--- src/rtl/ivector_client_if.sv ---
// IVector client bundle: start command, say requests, heard indications and run status.
// The master side is the client block; the slave side is the harness or IVector peer.
interface ivector_client_if;
    logic        start__ENA;
    logic [31:0] start_count;
    logic        start__RDY;
    logic        say__ENA;
    logic [31:0] say_meth;
    logic [31:0] say_v;
    logic        say__RDY;
    logic        heard__ENA;
    logic [31:0] heard_meth;
    logic [31:0] heard_v;
    logic        heard__RDY;
    logic        done;
    logic [15:0] ok_count;
    logic [15:0] err_count;
    logic        timeout;

    modport master (
        input  start__ENA, start_count, say__RDY, heard__ENA, heard_meth, heard_v,
        output start__RDY, say__ENA, say_meth, say_v, heard__RDY,
        output done, ok_count, err_count, timeout
    );

    modport slave (
        output start__ENA, start_count, say__RDY, heard__ENA, heard_meth, heard_v,
        input  start__RDY, say__ENA, say_meth, say_v, heard__RDY,
        input  done, ok_count, err_count, timeout
    );
endinterface

--- src/rtl/ivector_client.sv ---
// IVector say/heard initiator and checker: issues N say requests with a bounded window and
// scores every heard indication. Optional watchdog under IVECTOR_CLIENT_TIMEOUT_EN.
module ivector_client #(
    parameter int NUM_METH       = 10,
    parameter int MAX_OUT        = 16,
    parameter int TIMEOUT_CYCLES = 1024
) (
    input  logic              CLK,
    input  logic              RST,
    ivector_client_if.master  bus
);
    localparam int MW = (NUM_METH > 1) ? $clog2(NUM_METH) : 1;
    localparam int OW = $clog2(MAX_OUT + 1);
    localparam logic [OW-1:0] MAX_OUT_W  = OW'(MAX_OUT);
    localparam logic [MW-1:0] METH_LAST  = MW'(NUM_METH - 1);

    localparam logic [1:0] S_IDLE  = 2'd0;
    localparam logic [1:0] S_ISSUE = 2'd1;
    localparam logic [1:0] S_DRAIN = 2'd2;

    logic [1:0]                 state_q, state_d;
    logic [31:0]                n_q, n_d;
    logic [31:0]                issued_q, issued_d;
    logic [OW-1:0]              outst_q, outst_d;
    logic [MW-1:0]              meth_ctr_q, meth_ctr_d;
    logic [15:0]                ok_q, ok_d;
    logic [15:0]                err_q, err_d;
    logic                       done_q, done_d;
    logic [NUM_METH-1:0][31:0]  exp_q, exp_d;
`ifdef IVECTOR_CLIENT_TIMEOUT_EN
    logic                       timeout_q, timeout_d;
    logic [31:0]                wdog_q, wdog_d;
`endif

    logic        say_fire;
    logic        meth_in_range;
    logic [31:0] exp_sel;
    logic        heard_ok;
    logic        heard_dec;

    function automatic logic [15:0] sat_inc(input logic [15:0] x);
        return (x == 16'hFFFF) ? x : x + 16'd1;
    endfunction

    // Window test uses the registered count, so a same-cycle heard cannot open it.
    assign say_fire = (state_q == S_ISSUE) && bus.say__RDY &&
                      (outst_q < MAX_OUT_W) && (issued_q < n_q);

    assign meth_in_range = bus.heard_meth < 32'(NUM_METH);
    assign heard_dec     = bus.heard__ENA && (outst_q != '0);

    always_comb begin
        exp_sel = '0;
        for (int m = 0; m < NUM_METH; m++)
            if (bus.heard_meth == 32'(m)) exp_sel = exp_q[m];
    end

    assign heard_ok = meth_in_range && (bus.heard_v == exp_sel) && (outst_q != '0);

    always_comb begin
        state_d    = state_q;
        n_d        = n_q;
        issued_d   = issued_q;
        outst_d    = outst_q;
        meth_ctr_d = meth_ctr_q;
        ok_d       = ok_q;
        err_d      = err_q;
        done_d     = 1'b0;
        exp_d      = exp_q;
`ifdef IVECTOR_CLIENT_TIMEOUT_EN
        timeout_d  = timeout_q;
        wdog_d     = wdog_q;
`endif

        // Indications are scored in every state; out-of-range methods only count as errors.
        if (bus.heard__ENA) begin
            if (heard_ok) ok_d  = sat_inc(ok_q);
            else          err_d = sat_inc(err_q);
            for (int m = 0; m < NUM_METH; m++)
                if (bus.heard_meth == 32'(m)) exp_d[m] = exp_q[m] + 32'(NUM_METH);
        end

        case ({say_fire, heard_dec})
            2'b10:   outst_d = outst_q + OW'(1);
            2'b01:   outst_d = outst_q - OW'(1);
            default: outst_d = outst_q;
        endcase

        if (say_fire) begin
            issued_d   = issued_q + 32'd1;
            meth_ctr_d = (meth_ctr_q == METH_LAST) ? '0 : meth_ctr_q + MW'(1);
        end

        case (state_q)
            S_IDLE: begin
                if (bus.start__ENA) begin
                    n_d      = bus.start_count;
                    ok_d     = '0;
                    err_d    = '0;
                    issued_d = '0;
`ifdef IVECTOR_CLIENT_TIMEOUT_EN
                    timeout_d = 1'b0;
`endif
                    for (int m = 0; m < NUM_METH; m++) exp_d[m] = 32'(m);
                    if (bus.start_count == 32'd0) done_d  = 1'b1;
                    else                          state_d = S_ISSUE;
                end
            end
            S_ISSUE: begin
                if (issued_q >= n_q) state_d = S_DRAIN;
            end
            S_DRAIN: begin
                if (outst_q == '0) begin
                    done_d  = 1'b1;
                    state_d = S_IDLE;
                end
            end
            default: state_d = S_IDLE;
        endcase

`ifdef IVECTOR_CLIENT_TIMEOUT_EN
        // Watchdog overrides the normal run: abandon outstanding requests and finish.
        if (state_q == S_IDLE) begin
            wdog_d = '0;
        end else if (say_fire || bus.heard__ENA) begin
            wdog_d = '0;
        end else if (wdog_q == 32'(TIMEOUT_CYCLES - 1)) begin
            wdog_d    = '0;
            timeout_d = 1'b1;
            outst_d   = '0;
            done_d    = 1'b1;
            state_d   = S_IDLE;
        end else begin
            wdog_d = wdog_q + 32'd1;
        end
`endif
    end

    always_ff @(posedge CLK or posedge RST) begin
        if (RST) begin
            state_q    <= S_IDLE;
            n_q        <= '0;
            issued_q   <= '0;
            outst_q    <= '0;
            meth_ctr_q <= '0;
            ok_q       <= '0;
            err_q      <= '0;
            done_q     <= 1'b0;
            for (int m = 0; m < NUM_METH; m++) exp_q[m] <= 32'(m);
`ifdef IVECTOR_CLIENT_TIMEOUT_EN
            timeout_q  <= 1'b0;
            wdog_q     <= '0;
`endif
        end else begin
            state_q    <= state_d;
            n_q        <= n_d;
            issued_q   <= issued_d;
            outst_q    <= outst_d;
            meth_ctr_q <= meth_ctr_d;
            ok_q       <= ok_d;
            err_q      <= err_d;
            done_q     <= done_d;
            exp_q      <= exp_d;
`ifdef IVECTOR_CLIENT_TIMEOUT_EN
            timeout_q  <= timeout_d;
            wdog_q     <= wdog_d;
`endif
        end
    end

    assign bus.start__RDY = (state_q == S_IDLE);
    assign bus.say__ENA   = say_fire;
    assign bus.say_meth   = 32'(meth_ctr_q);
    assign bus.say_v      = issued_q;
    assign bus.heard__RDY = 1'b1;
    assign bus.done       = done_q;
    assign bus.ok_count   = ok_q;
    assign bus.err_count  = err_q;
`ifdef IVECTOR_CLIENT_TIMEOUT_EN
    assign bus.timeout    = timeout_q;
`else
    assign bus.timeout    = 1'b0;
`endif
endmodule

--- src/flat_wrapper.sv ---
// flat-port wrapper written by rule: the top's interface ports become plain ports
module ivector_client_flat 
#(
    parameter int NUM_METH       = 10,
    parameter int MAX_OUT        = 16,
    parameter int TIMEOUT_CYCLES = 1024
)
  (CLK, RST, bus_start__ENA, bus_start_count, bus_say__RDY, bus_heard__ENA, bus_heard_meth, bus_heard_v, bus_start__RDY, bus_say__ENA, bus_say_meth, bus_say_v, bus_heard__RDY, bus_done, bus_ok_count, bus_err_count, bus_timeout);
  ivector_client_if bus_i ();
  input  logic CLK;
  input  logic RST;
  input wire logic [$bits(bus_i.start__ENA)-1:0] bus_start__ENA;
  input wire logic [$bits(bus_i.start_count)-1:0] bus_start_count;
  input wire logic [$bits(bus_i.say__RDY)-1:0] bus_say__RDY;
  input wire logic [$bits(bus_i.heard__ENA)-1:0] bus_heard__ENA;
  input wire logic [$bits(bus_i.heard_meth)-1:0] bus_heard_meth;
  input wire logic [$bits(bus_i.heard_v)-1:0] bus_heard_v;
  output wire logic [$bits(bus_i.start__RDY)-1:0] bus_start__RDY;
  output wire logic [$bits(bus_i.say__ENA)-1:0] bus_say__ENA;
  output wire logic [$bits(bus_i.say_meth)-1:0] bus_say_meth;
  output wire logic [$bits(bus_i.say_v)-1:0] bus_say_v;
  output wire logic [$bits(bus_i.heard__RDY)-1:0] bus_heard__RDY;
  output wire logic [$bits(bus_i.done)-1:0] bus_done;
  output wire logic [$bits(bus_i.ok_count)-1:0] bus_ok_count;
  output wire logic [$bits(bus_i.err_count)-1:0] bus_err_count;
  output wire logic [$bits(bus_i.timeout)-1:0] bus_timeout;
  assign bus_i.start__ENA = bus_start__ENA;
  assign bus_i.start_count = bus_start_count;
  assign bus_i.say__RDY = bus_say__RDY;
  assign bus_i.heard__ENA = bus_heard__ENA;
  assign bus_i.heard_meth = bus_heard_meth;
  assign bus_i.heard_v = bus_heard_v;
  assign bus_start__RDY = bus_i.start__RDY;
  assign bus_say__ENA = bus_i.say__ENA;
  assign bus_say_meth = bus_i.say_meth;
  assign bus_say_v = bus_i.say_v;
  assign bus_heard__RDY = bus_i.heard__RDY;
  assign bus_done = bus_i.done;
  assign bus_ok_count = bus_i.ok_count;
  assign bus_err_count = bus_i.err_count;
  assign bus_timeout = bus_i.timeout;
  ivector_client #(.NUM_METH(NUM_METH), .MAX_OUT(MAX_OUT), .TIMEOUT_CYCLES(TIMEOUT_CYCLES)) u_core (.CLK(CLK), .RST(RST), .bus(bus_i));
endmodule
--- config.mk ---
export PLATFORM = sky130hd
export DESIGN_NAME = ivector_client_flat
export DESIGN_NICKNAME = d
export VERILOG_FILES = /design/src/rtl/ivector_client_if.sv /design/src/rtl/ivector_client.sv /design/src/flat_wrapper.sv
export SDC_FILE = /design/constraint.sdc
export NUM_CORES = 2
export LEC_CHECK = 0
export ABC_CLOCK_PERIOD_IN_PS = 16600
export BUFFER_PORTS_ARGS = -buffer_cell sky130_fd_sc_hd__buf_2
export CORE_ASPECT_RATIO = 1.25
export CORE_MARGIN = 2
export CORE_UTILIZATION = 61
export CTS_CLUSTER_SIZE = 40
export DETAILED_ROUTE_END_ITERATION = 8
export PLACE_DENSITY = 0.81
export SYNTH_ARGS = -nofsm -noshare
export SYNTH_HDL_FRONTEND = slang
export SYNTH_SLANG_ARGS = --single-unit
--- constraint.sdc ---
create_clock -name CLK -period 16.6 [get_ports CLK]
set_input_delay 2.49 -clock CLK [delete_from_list [all_inputs] [get_ports CLK]]
set_output_delay 2.49 -clock CLK [all_outputs]
set_load 0.005 [all_outputs]
==> results.ini <==
[critical_path]
crit_path_frequent_cell=buf_4
worst_r2r_path_depth=10
crit_path_top_delay_cell=or4_1
crit_arrival_ns=8.00
path_class=in2reg
reg2reg_slack_ns=12.23
regToRegStartpoint=u_core.exp_q[150]
rr_endpoint=u_core.bus.ok_count[5]
cp_slowest_stage_delay_ns=0.73
cp_cell_sequence=buf_4 > buf_4 > buf_4 > nand2b_1 > buf_4 > o221ai_1 > o211a_1 > o211a_1 > a2111oi_0 > o2111ai_1 > or4_1 > or3_1 > or4_1 > a21oi_1
endpoint_kind=register
endpoint=u_core.bus.ok_count[5]
start_kind=primary input
worstSetupStartpoint=bus_heard_meth[0]
path_max_fanout=53
crit_required_ns=17.11

[global_route]
grt_first_pass_wirelength_um=138000
grt-ovfl-total=0
antenna_found_initial=2
grt_max_degree=176
grt_pass1_vias=23500
track_usage=0.403

[final_layout]
areaGrowthSynthToFinish_pct=9.00
final_cell_mix=408 x dfrtp_1, 401 x nor2_1, 255 x nand2_1
layout_commonest_cell=dfrtp_1
fin_nets=3249
layout-drive-gt1-share=0.116

[power]
vdd_drop_max_mv=0.0911
p_total_mw=2.39
p_sw_mw=0.660
power.internal_mw=1.73
leakage_nw=13.1
combPwrFrac=0.123
clkPwrFrac=0.418
seqPwrFrac=0.460
swShare=0.276
p_per_area_nw_per_um2=83.7

[floorplan]
die_area_um2=44600
rows=84
die_y_um=236
start_util=0.620
dieWidth_um=189
io_pins=202
coreArea_um2=42300

[clock_tree]
cts_tree=yes
htreeDepth=2
holdBufCountCts=0
clock_path_buffers=3
clock_latency_ns=0.62
post-cts-setup-buffers=0
cts_root_buf=clkbuf_16
clk_pin_slew_ns=0.06
cts.sinks=419
cts_buffers=44
cts_resized=0

[yosys]
yosysUniqueCellTypes=100
synth.cell_area_um2=26200
synthTopCellsByArea=dfrtp_1 39%, nor2_1 5.7%, xor2_1 5.5%
avgSynthCellArea_um2=8.72
yosysTopAreaCellShare=0.390
yosysTopAreaCell=dfrtp_1
synth-async-reset-ratio=1.00
synth_seq_cells=419
synth_ff_type=dfrtp_1
seq_area_frac_synth=0.401
postSynthCellCount=3004
ys_warn_count=0
synth-edff-count=0

[sta]
hold_viol_final=0
finalCriticalPeriod_ns=7.50
tightest_slew_ns=1.29
skew_ns=0.0245
min_period_over_period=0.452
rsz0062_at_grt=false
setup_viol=0
relSlewSlack=0.141
drv_slew=0
setup_tns_ns=0
clock.fmax_mhz=133

[min_path]
hp-class=reg2reg
hold_path_startpoint=u_core.state_q[0]

[routing]
viasPerCell=6.67
vias=24600
wl_per_cell_um=24.6
postRouteAntennaNets=0
remaining_drc_errors=0
wirelength_um=90800
drtPass1Iterations=6
first_iter_violations=2710

[placement]
portBuffers=171
gp_congestion=1.11
dp_hpwl_um=65400

[run]
maxCapViolCount=0

[run_status]
outcome=finished clean

## registers in the layout (all words and copies together), names as in the netlist
signal                count
u_core.bus.done           1
u_core.bus.err_count     16
u_core.bus.ok_count      16
u_core.bus.say_v         32
u_core.exp_q            311
u_core.meth_ctr_q         4
u_core.n_q               32
u_core.outst_q            5
u_core.state_q            2
## logic make-up after synthesis
kind of cell / share of synthesized area
simple gates: 0.244
mux: 0.0338
flops: 0.401
compound gates: 0.155
xor+xnor: 0.0889
other cells: 0.000287
buf+inv: 0.0532
fa+ha+maj: 0.0246
## worst max-delay path, delay by kind of cell
| family | cells | cell delay (ns) |
|---|---|---|
| compound gates | 6 | 1.51 |
| buf+inv | 4 | 1.93 |
| simple gates | 4 | 2.02 |
## routing by layer
layer / routed length, µm / GRT usage
met1: 32900 / 0.475
met2: 42600 / 0.656
met3: 7930 / 0.0853
met4: 7450 / 0.280
met5: 10 / 0
## how the worst min path moves through the flow
| stage | end | slack, ns | depth (start not counted) |
|---|---|---|---|
| 2_1_floorplan | u_core.bus.done | 0.44 | 1 |
| 5_1_grt | u_core.bus.done | 0.51 | 1 |
| 3_5_place_dp | u_core.bus.done | 0.46 | 1 |
| 3_3_place_gp | u_core.bus.done | 0.46 | 1 |
| 6_report | u_core.bus.done | 0.49 | 1 |
| 4_1_cts | u_core.bus.done | 0.49 | 1 |
## cell type report
cell class	instances	area, µm²
multi-input cells	2335	14500
fillers	3341	13700
flip-flops and latches	419	10500
clock buffers	62	1270
repair buffers	201	1100
well taps	559	699
inverters	96	368
clock inverters	15	159
diodes	2	5.00
## through the flow
step / instances / setup WS, ns / hold WS, ns / cell area (µm²) / util
final: 3689 / 9.10 / 0.489 / 28600 / 0.676
after global routing: 3687 / 8.88 / 0.514 / 28600 / 0.676
after CTS: 3687 / 9.24 / 0.487 / 28600 / 0.676
after detailed placement: 3610 / 8.65 / 0.464 / 27100 / 0.642
after global placement: 3610 / 8.72 / 0.455 / 27100 / 0.642
after floorplan: 3032 / 2.47 / 0.442 / 26300 / -
## power by group through the flow
stage,sequential (mW),combinational [mW],clock [mW]
2_1_floorplan,1.11,0.189,0
3_3_place_gp,1.11,0.276,0
3_5_place_dp,1.12,0.288,0
4_1_cts,1.10,0.291,1.01
5_1_grt,1.10,0.322,1.05
6_report,1.10,0.294,0.998
## synth_stat cells (all sizes together), types with 82 or more instances
cell type and count:
xor2 166, inv 96, buf 88, or3 82, xnor2 100, nor2 405, dfrtp 408, nand3 152
nand2 256, clkbuf 94, o21ai 176, a21oi 165
Power figures use the tool's default switching activity.
